==> config.mk <==
export PLATFORM = sky130hd
export DESIGN_NAME = sfifo_chan_packer
export DESIGN_NICKNAME = d
export VERILOG_FILES = /design/src/rtl/sfifo_chan_packer.sv
export SDC_FILE = /design/constraint.sdc
export NUM_CORES = 2
export LEC_CHECK = 0
export CAP_MARGIN = 25
export CORE_MARGIN = 2
export CORE_UTILIZATION = 50
export CTS_CLUSTER_DIAMETER = 200
export DETAILED_ROUTE_END_ITERATION = 8
export HOLD_SLACK_MARGIN = 0.15
export PLACE_DENSITY_LB_ADDON = 0.3
export SYNTH_ARGS = -nofsm -noshare
export SYNTH_HDL_FRONTEND = slang
export SYNTH_SLANG_ARGS = --single-unit
==> constraint.sdc <==
create_clock -name clk -period 38.1 [get_ports clk]
set_input_delay 7.62 -clock clk [delete_from_list [all_inputs] [get_ports clk]]
set_output_delay 7.62 -clock clk [all_outputs]
set_load 0.05 [all_outputs]
==> src/rtl/sfifo_chan_packer.sv <==
// Multi-channel word FIFOs feeding a round-robin packer that emits one wide beat
// per grant. The beat carries up to WPB words, or fewer when a message closes early.
module sfifo_chan_packer #(
  parameter int unsigned NUM_CH = 4,
  parameter int unsigned WORD_W = 64,
  parameter int unsigned OUT_W  = 512,
  parameter int unsigned DEPTH  = 8,
  parameter int unsigned ID_W   = 22,
  parameter int unsigned LEN_W  = 4
) (
  input  logic                     clk,
  input  logic                     rst,
  input  logic [NUM_CH-1:0]        in_valid,
  output logic [NUM_CH-1:0]        in_ready,
  input  logic [NUM_CH*WORD_W-1:0] in_data,
  input  logic [NUM_CH-1:0]        in_last,
  output logic [OUT_W-1:0]         out_data,
  output logic                     out_en,
  output logic [LEN_W-1:0]         out_len,
  output logic [ID_W-1:0]          out_id,
  input  logic                     out_ready
);

  localparam int unsigned WPB = OUT_W / WORD_W;
  localparam int unsigned PW  = (DEPTH > 1) ? $clog2(DEPTH) : 1;
  localparam int unsigned CW  = $clog2(DEPTH + 1);
  localparam int unsigned CHW = (NUM_CH > 1) ? $clog2(NUM_CH) : 1;
  localparam int unsigned SW  = ID_W - 8;

  // Elaboration-time parameter sanity checks.
  if (NUM_CH < 1 || NUM_CH > 16) begin : g_bad_num_ch
    $error("NUM_CH must be in 1..16");
  end
  if ((OUT_W % WORD_W) != 0) begin : g_bad_out_w
    $error("OUT_W must be a multiple of WORD_W");
  end
  if (DEPTH < WPB || (DEPTH & (DEPTH - 1)) != 0) begin : g_bad_depth
    $error("DEPTH must be a power of 2 and at least OUT_W/WORD_W");
  end
  if (ID_W < 12) begin : g_bad_id_w
    $error("ID_W must be at least 12");
  end
  if (WPB >= (1 << LEN_W)) begin : g_bad_len_w
    $error("LEN_W too narrow to hold OUT_W/WORD_W");
  end

  typedef enum logic [1:0] {StIdle, StLoad, StSend} state_e;

  // Per-channel storage: bit WORD_W is the message-last flag.
  logic [WORD_W:0]  r_mem      [NUM_CH][DEPTH];
  logic [PW-1:0]    r_wr_ptr   [NUM_CH];
  logic [PW-1:0]    r_rd_ptr   [NUM_CH];
  logic [CW-1:0]    r_count    [NUM_CH];
  // Number of buffered entries carrying last=1; nonzero makes a channel eligible.
  logic [CW-1:0]    r_last_cnt [NUM_CH];
  logic [SW-1:0]    r_seq      [NUM_CH];

  state_e           r_state;
  logic [CHW-1:0]   r_grant;
  logic [CHW-1:0]   r_rr_ptr;
  logic [OUT_W-1:0] r_out_data;
  logic             r_out_en;
  logic [LEN_W-1:0] r_out_len;
  logic [ID_W-1:0]  r_out_id;

  logic [NUM_CH-1:0] w_push;
  logic [NUM_CH-1:0] w_elig;
  logic              w_any_elig;
  logic [CHW-1:0]    w_pick;
  logic [OUT_W-1:0]  w_beat;
  logic [LEN_W-1:0]  w_len;
  logic              w_hit_last;
  logic [LEN_W-1:0]  w_pop_n    [NUM_CH];
  logic              w_pop_last [NUM_CH];

  assign out_data = r_out_data;
  assign out_en   = r_out_en;
  assign out_len  = r_out_len;
  assign out_id   = r_out_id;

  // Accept, push and eligibility per channel, all from registered counts.
  always_comb begin
    in_ready = '0;
    w_push   = '0;
    w_elig   = '0;
    for (int c = 0; c < int'(NUM_CH); c++) begin
      in_ready[c] = (r_count[c] < CW'(DEPTH));
      w_push[c]   = in_valid[c] && in_ready[c];
      w_elig[c]   = (r_count[c] >= CW'(WPB)) || (r_last_cnt[c] != '0);
    end
  end

  // Round-robin search starting at the channel after the last grant.
  always_comb begin
    int unsigned idx;
    idx        = 0;
    w_any_elig = 1'b0;
    w_pick     = '0;
    for (int k = 0; k < int'(NUM_CH); k++) begin
      idx = (int'(r_rr_ptr) + k) % NUM_CH;
      if (!w_any_elig && w_elig[idx]) begin
        w_any_elig = 1'b1;
        w_pick     = CHW'(idx);
      end
    end
  end

  // Gather the beat for the granted channel: up to WPB words, stopping after the
  // first last-flagged word.
  always_comb begin
    logic [PW-1:0]   addr;
    logic [WORD_W:0] ent;
    logic            stop;
    addr       = '0;
    ent        = '0;
    stop       = 1'b0;
    w_beat     = '0;
    w_len      = '0;
    w_hit_last = 1'b0;
    for (int i = 0; i < int'(WPB); i++) begin
      addr = PW'((int'(r_rd_ptr[r_grant]) + i) % DEPTH);
      ent  = r_mem[r_grant][addr];
      if (!stop && (CW'(i) < r_count[r_grant])) begin
        w_beat[i*WORD_W +: WORD_W] = ent[WORD_W-1:0];
        w_len = LEN_W'(i + 1);
        if (ent[WORD_W]) begin
          stop       = 1'b1;
          w_hit_last = 1'b1;
        end
      end else begin
        stop = 1'b1;
      end
    end
  end

  // Pops happen only in LOAD, only on the granted channel.
  always_comb begin
    for (int c = 0; c < int'(NUM_CH); c++) begin
      w_pop_n[c]    = '0;
      w_pop_last[c] = 1'b0;
      if (r_state == StLoad && r_grant == CHW'(c)) begin
        w_pop_n[c]    = w_len;
        w_pop_last[c] = w_hit_last;
      end
    end
  end

  // FIFO write port; storage itself needs no reset since counts gate all reads.
  always_ff @(posedge clk) begin
    for (int c = 0; c < int'(NUM_CH); c++) begin
      if (w_push[c]) begin
        r_mem[c][r_wr_ptr[c]] <= {in_last[c], in_data[c*WORD_W +: WORD_W]};
      end
    end
  end

  // FIFO pointers and occupancy; simultaneous push and pop net out in the count.
  always_ff @(posedge clk or posedge rst) begin
    if (rst) begin
      for (int c = 0; c < int'(NUM_CH); c++) begin
        r_wr_ptr[c]   <= '0;
        r_rd_ptr[c]   <= '0;
        r_count[c]    <= '0;
        r_last_cnt[c] <= '0;
      end
    end else begin
      for (int c = 0; c < int'(NUM_CH); c++) begin
        if (w_push[c]) begin
          r_wr_ptr[c] <= PW'((int'(r_wr_ptr[c]) + 1) % DEPTH);
        end
        r_rd_ptr[c]   <= PW'((int'(r_rd_ptr[c]) + int'(w_pop_n[c])) % DEPTH);
        r_count[c]    <= r_count[c] + CW'(w_push[c]) - CW'(w_pop_n[c]);
        r_last_cnt[c] <= r_last_cnt[c] + CW'(w_push[c] && in_last[c]) - CW'(w_pop_last[c]);
      end
    end
  end

  // Control FSM with registered beat outputs and per-channel sequence numbers.
  always_ff @(posedge clk or posedge rst) begin
    if (rst) begin
      r_state    <= StIdle;
      r_grant    <= '0;
      r_rr_ptr   <= '0;
      r_out_data <= '0;
      r_out_en   <= 1'b0;
      r_out_len  <= '0;
      r_out_id   <= '0;
      for (int c = 0; c < int'(NUM_CH); c++) begin
        r_seq[c] <= '0;
      end
    end else begin
      case (r_state)
        StIdle: begin
          if (w_any_elig) begin
            r_grant  <= w_pick;
            r_rr_ptr <= CHW'((int'(w_pick) + 1) % NUM_CH);
            r_state  <= StLoad;
          end
        end
        StLoad: begin
          r_out_data <= w_beat;
          r_out_len  <= w_len;
          r_out_id   <= {8'(r_grant), r_seq[r_grant]};
          r_out_en   <= 1'b1;
          r_state    <= StSend;
        end
        StSend: begin
          if (out_ready) begin
            r_out_en       <= 1'b0;
            r_seq[r_grant] <= r_seq[r_grant] + SW'(1);
            r_state        <= StIdle;
          end
        end
        default: begin
          r_out_en <= 1'b0;
          r_state  <= StIdle;
        end
      endcase
    end
  end

endmodule
# ---- Word-level counts from Yosys, hierarchy flattened
# Memory sizes are Yosys's and may differ from the RTL's.
# Cells that the tools add are included.
dict set report word_totals {
  ff_bits 651
  latchBits 0
  mem_bits_rw 2080
  rom_bits 0
  inputBits 267
  out_inout_bits 543
  wordCells 300
  n_memories 1
}
# memory depth width read_ports rd_clocked_by_memory_dff write_ports line
set memory_table {}
lappend memory_table {r_mem 4 520 1 0 4 50} ;# logic [WORD_W:0] r_mem [NUM_CH][DEPTH];
dict set report op_classes {
  add_sub_neg 36
  n_mul 0
  div_mod_pow 0
  magnitude_cmp 38
  n_eq_ne 7
  shift 0
  muxes 126
  bitwise_logic 14
  reduce_logical 51
}
# operator count
set ops {}
lappend ops {{two-way mux 520 bit} 4}
lappend ops {{binary-select mux 65 bit (select 3 bit)} 8}
lappend ops {{two-way mux 65 bit} 20}
lappend ops {{demux 65 bit (select 3 bit)} 4}
lappend ops {{two-way mux 64 bit} 8}
lappend ops {{greater-or-equal comparator 4 bit, second input constant} 16}
lappend ops {{bitwise mux 56 bit} 1}
lappend ops {{two-way mux 4 bit} 13}
lappend ops {{inverter 3 -> 4 bit} 12}
lappend ops {{two-way mux 1 bit} 47}
lappend ops {{two-way mux 14 bit} 3}
lappend ops {{adder 4 x 1 -> 4 bit} 8}
lappend ops {{binary-select mux 14 bit (select 2 bit)} 1}
lappend ops {{demux 14 bit (select 2 bit)} 1}
lappend ops {{logical AND 1 bit} 27}
lappend ops {{< comparator 3 x 4 -> 1 bit, first input constant} 4}
lappend ops {{< comparator 4 x 1 -> 1 bit, second input constant} 4}
lappend ops {{< comparator 4 bit, second input constant} 4}
lappend ops {{nonzero test 4 bit} 4}
lappend ops {{subtractor 4 x 1 -> 4 bit} 4}
lappend ops {{subtractor 4 bit} 4}
lappend ops {{adder 3 x 1 -> 3 bit, second input constant} 5}
lappend ops {{adder 14 x 1 -> 14 bit, second input constant} 1}
lappend ops {{adder 3 bit} 4}
lappend ops {{25 further kinds} 65}

# ---- Logic depth before layout (Yosys ltp)
dict set report depth {
  word_depth 33
  mapped_depth 24
  ltp_nobuf 16
}

# ---- Worst setup path after synthesis
# Ideal clock, no wire load.
dict set report synth_timing {
  path_type {input port to flip-flop}
  from {input in_valid[0]}
  to {memory r_mem[0][455] (netlist name) (enable)}
  setup_time_ps 568
  arrival_ps 12563
  t_required_ps 37532
  path_slack_ps 24969
  cell_stages 4
  n_path_buf 1
  cell_sequence {nor2b_1 clkbuf_1 nand2b_1 nor3_1}
}
# element line
set synth_lines {}
lappend synth_lines {{start: declaration} 13} ;# input logic [NUM_CH-1:0] in_valid,
lappend synth_lines {{end: declaration} 50}

==> impl_metrics.py <==
metrics = {
    "run_status": {
        "status": "finished clean",
    },
    "logic_synthesis": {
        "async_reset_ff_share_pct": 23.8,
        "synth_cell_types": 61,
        "synth-adder-area-share_pct": 0.704,
        "synth-simple-area-share_pct": 4.59,
        "synth.mux.area_fraction_pct": 21.2,
        "synth_top_family_by_area": "multiplexers",
        "seq_area_frac_synth_pct": 66.9,
        "syn_area_um2": 118000,
        "synth_compound_area_share_pct": 4.25,
        "synth_edf_count": 2080,
        "avgSynthCellArea_um2": 16.1,
        "synth-seq-cells": 2731,
        "ys.flop_type": "edfxtp_1",
        "synth_xor_area_share_pct": 0.462,
        "yosys_warnings": 0,
        "synthCells": 7311,
    },
    "flow_run": {
        "maxCapViolCount": 0,
    },
    "critical_path": {
        "cpMostUsedCell": "buf_4",
        "required_ns": 39.03,
        "endpoint": "out_data[323]$_DFFE_PP0P_",
        "reg2regPathDepth": 16,
        "path_cells": "clkdlybuf4s50_1 > inv_8 > buf_4 > buf_4 > buf_4 > buf_4",
        "path_depth": 6,
        "regToRegStartpoint": "r_grant[0]$_DFFE_PP0P_",
        "crit_path_start_kind": "input pin",
        "worstPathArrival_ns": 11.66,
        "path_delay_family": "buffers and inverters",
        "crit_type": "input pin to async pin",
        "r2r_slack_ns": 30.68,
        "critPathBufInv": 6,
        "r2r-end": "r_count[3]$_DFF_PP0_",
        "crit_start": "rst",
        "cp-end-kind": "async pin",
        "crit_fanout": 98,
        "max_stage_delay_ns": 0.80,
        "cp_slowest_cell": "buf_4",
    },
    "sta": {
        "fin_skew_ns": 0.0770,
        "hold_violations": 0,
        "worst_slew_pin_slew_ns": 1.17,
        "slew_violations": 0,
        "rsz0062_at_grt": "no",
        "setup_viol": 0,
        "max_freq_mhz": 93.3,
        "slew_headroom_pct": 22.0,
        "fin_crit_sh_pct": 28.1,
        "tns_ns": 0,
        "whs_ns": 0.477,
        "finalCriticalPeriod_ns": 10.72,
    },
    "die": {
        "start_util_pct": 50.2,
        "rows": 178,
        "fp.dieH_um": 489,
        "core-area_um2": 235000,
        "ioPinCount": 810,
        "dieArea_um2": 239000,
        "die_w_um": 489,
    },
    "detailed_routing": {
        "drtAntennaViolNets": 0,
        "wl_um": 405000,
        "viasPerCell": 6.50,
        "vias": 74600,
        "remaining_drc_errors": 0,
        "drt_iter0_drc": 10300,
        "wl_per_cell_um": 35.3,
        "drt_pass1_iterations": 8,
    },
    "global_route": {
        "grt_usage_pct": 33.6,
        "grt_max_degree": 200,
        "overflow": 0,
        "grt_pass1_vias": 73100,
        "antenna_found_initial": 64,
        "grt_pass1_wl_um": 561000,
    },
    "clocking": {
        "numClockSinks": 2731,
        "cts_resized": 0,
        "h-tree-depth": 5,
        "cts_made_buffers": 298,
        "holdBufCountCts": 0,
        "cts.clk_slew.worst_paths_ns": 0.06,
        "postCtsSetupBuffers": 0,
        "clock_path_buffers": 4,
        "tritoncts": "yes",
        "clock_latency_ns": 0.97,
        "cts_root_buf": "clkbuf_16",
    },
    "placed_design": {
        "port_buffers": 803,
        "dp_hpwl_um": 271000,
        "place.gp.congestion": 0.936,
    },
    "cells_and_area": {
        "area_growth_pct": 18.0,
        "fin_nets": 8408,
        "drive_gt1_share_pct": 19.2,
        "fin_util_pct": 59.2,
    },
    "min_path": {
        "hold_class": "register to register",
    },
}
through the flow:
stage / setup WS (ns) / area, um2 / instances
floorplan: 12.24 / 118000 / 7316
CTS: 27.31 / 138000 / 11400
global route: 26.82 / 139000 / 11500
finish: 27.38 / 139000 / 11500
global placement: 26.42 / 129000 / 10900
detailed placement: 26.33 / 129000 / 10900
how the worst min path moves through the flow:
stage / endpoint / cells past startpoint / slack (ns) / start
2_1_floorplan: r_seq[42]$_DFFE_PP0P_ / 2 / 0.45 / r_seq[42]$_DFFE_PP0P_
3_3_place_gp: r_seq[48]$_DFFE_PP0P_ / 2 / 0.46 / r_seq[48]$_DFFE_PP0P_
3_5_place_dp: out_data[120]$_DFFE_PP0P_ / 2 / 0.47 / out_data[120]$_DFFE_PP0P_
4_1_cts: out_data[120]$_DFFE_PP0P_ / 2 / 0.48 / out_data[120]$_DFFE_PP0P_
5_1_grt: out_data[289]$_DFFE_PP0P_ / 2 / 0.50 / out_data[289]$_DFFE_PP0P_
6_report: out_id[3]$_DFFE_PP0P_ / 2 / 0.48 / out_id[3]$_DFFE_PP0P_
routing by layer:
layer / GRT usage [%] / routed length (um) / share of wire, % / vias to the layer above
li1: - / - / - / 29600
met1: 44.9 / 149000 / 37 / 38800
met2: 50.7 / 186000 / 46 / 5361
met3: 8.92 / 46800 / 12 / 870
met4: 17.7 / 23300 / 5.8 / 24
met5: 0 / 162 / 0.040 / -
registers in the layout, summed over array words and instances (netlist names):
signal / count
out_data: 512
r_seq: 56
out_len: 4
out_en: 1
out_id: 16
r_rr_ptr: 2
r_rd_ptr: 12
r_mem: 2080
r_last_cnt: 16
r_count: 16
r_wr_ptr: 12
r_grant: 2
r_state: 2
cell type report:
class,instances,area [um2]
multi-input cells,4042,37000
fillers,17400,95700
clock inverters,119,1140
repair buffers,954,9480
inverters,55,229
well taps,3150,3940
flip-flops and latches,2731,78800
diodes,34,85.1
clock buffers,393,8170
cells in the mapped netlist, types with 3 or more instances:
cell type	count	area (um2)
nand2b_1	19	119
o21ai_0	715	3580
nor3_1	15	75.1
a21o_1	9	67.6
nor2b_1	8	50.1
xnor2_1	36	315
nor3b_2	3	37.5
nand2_1	881	3310
ha_1	47	588
nand3_1	18	90.1
buf_2	75	375
o31ai_1	64	480
or3_1	4	25.0
buf_6	11	124
buf_1	77	289
o21ai_1	57	285
mux4_2	674	15200
nor2_1	401	1510
xor2_1	26	228
or4_1	4	30.0
fa_1	12	240
dfrtp_1	651	16300
buf_4	7	52.6
inv_1	54	203
mux2i_1	655	6560
mux2_2	277	3120
clkbuf_1	318	1190
o21ai_2	20	175
edfxtp_1	2080	62500
and2_1	5	31.3
and3_1	8	50.1
a21oi_1	44	220
worst reg2reg max path, cell delays in order (launching register included):
cell and delay (ns):
dfrtp_4 0.72, mux4_4 1.06, inv_8 0.64, ha_4 0.81, inv_8 0.38, and3_1 0.30
o41ai_1 0.58, or3_1 0.31, or2_4 0.36, a21boi_1 0.60, nand2_1 0.24, ha_1 0.38
ha_1 0.30, a21o_1 0.19, a21oi_1 0.18, xnor2_1 0.16, xnor2_1 0.13
layout by cell type, fill, tap and decap left out, types with 57 or more instances in the layout:
cell type,count
buf_4,130
clkbuf_1,68
clkbuf_16,306
clkdlybuf4s50_1,803
dfrtp_1,649
edfxtp_1,2080
mux2_2,277
mux2i_1,655
mux4_2,671
nand2_1,880
nor2_1,376
o21ai_0,714
o21ai_1,57
o31ai_1,64
cells by family after synthesis:
logic type | Yosys count
DFF | 2731
muxes | 1609
and+or+nand+nor | 1376
AOI/OAI and AO/OA | 930
buffers and inverters | 543
xor gates and xnor gates | 62
adders and majority gates | 59
other | 1
Power is not shown: default switching activity piles up to over one toggle a cycle in this logic, so the estimate is an artifact.
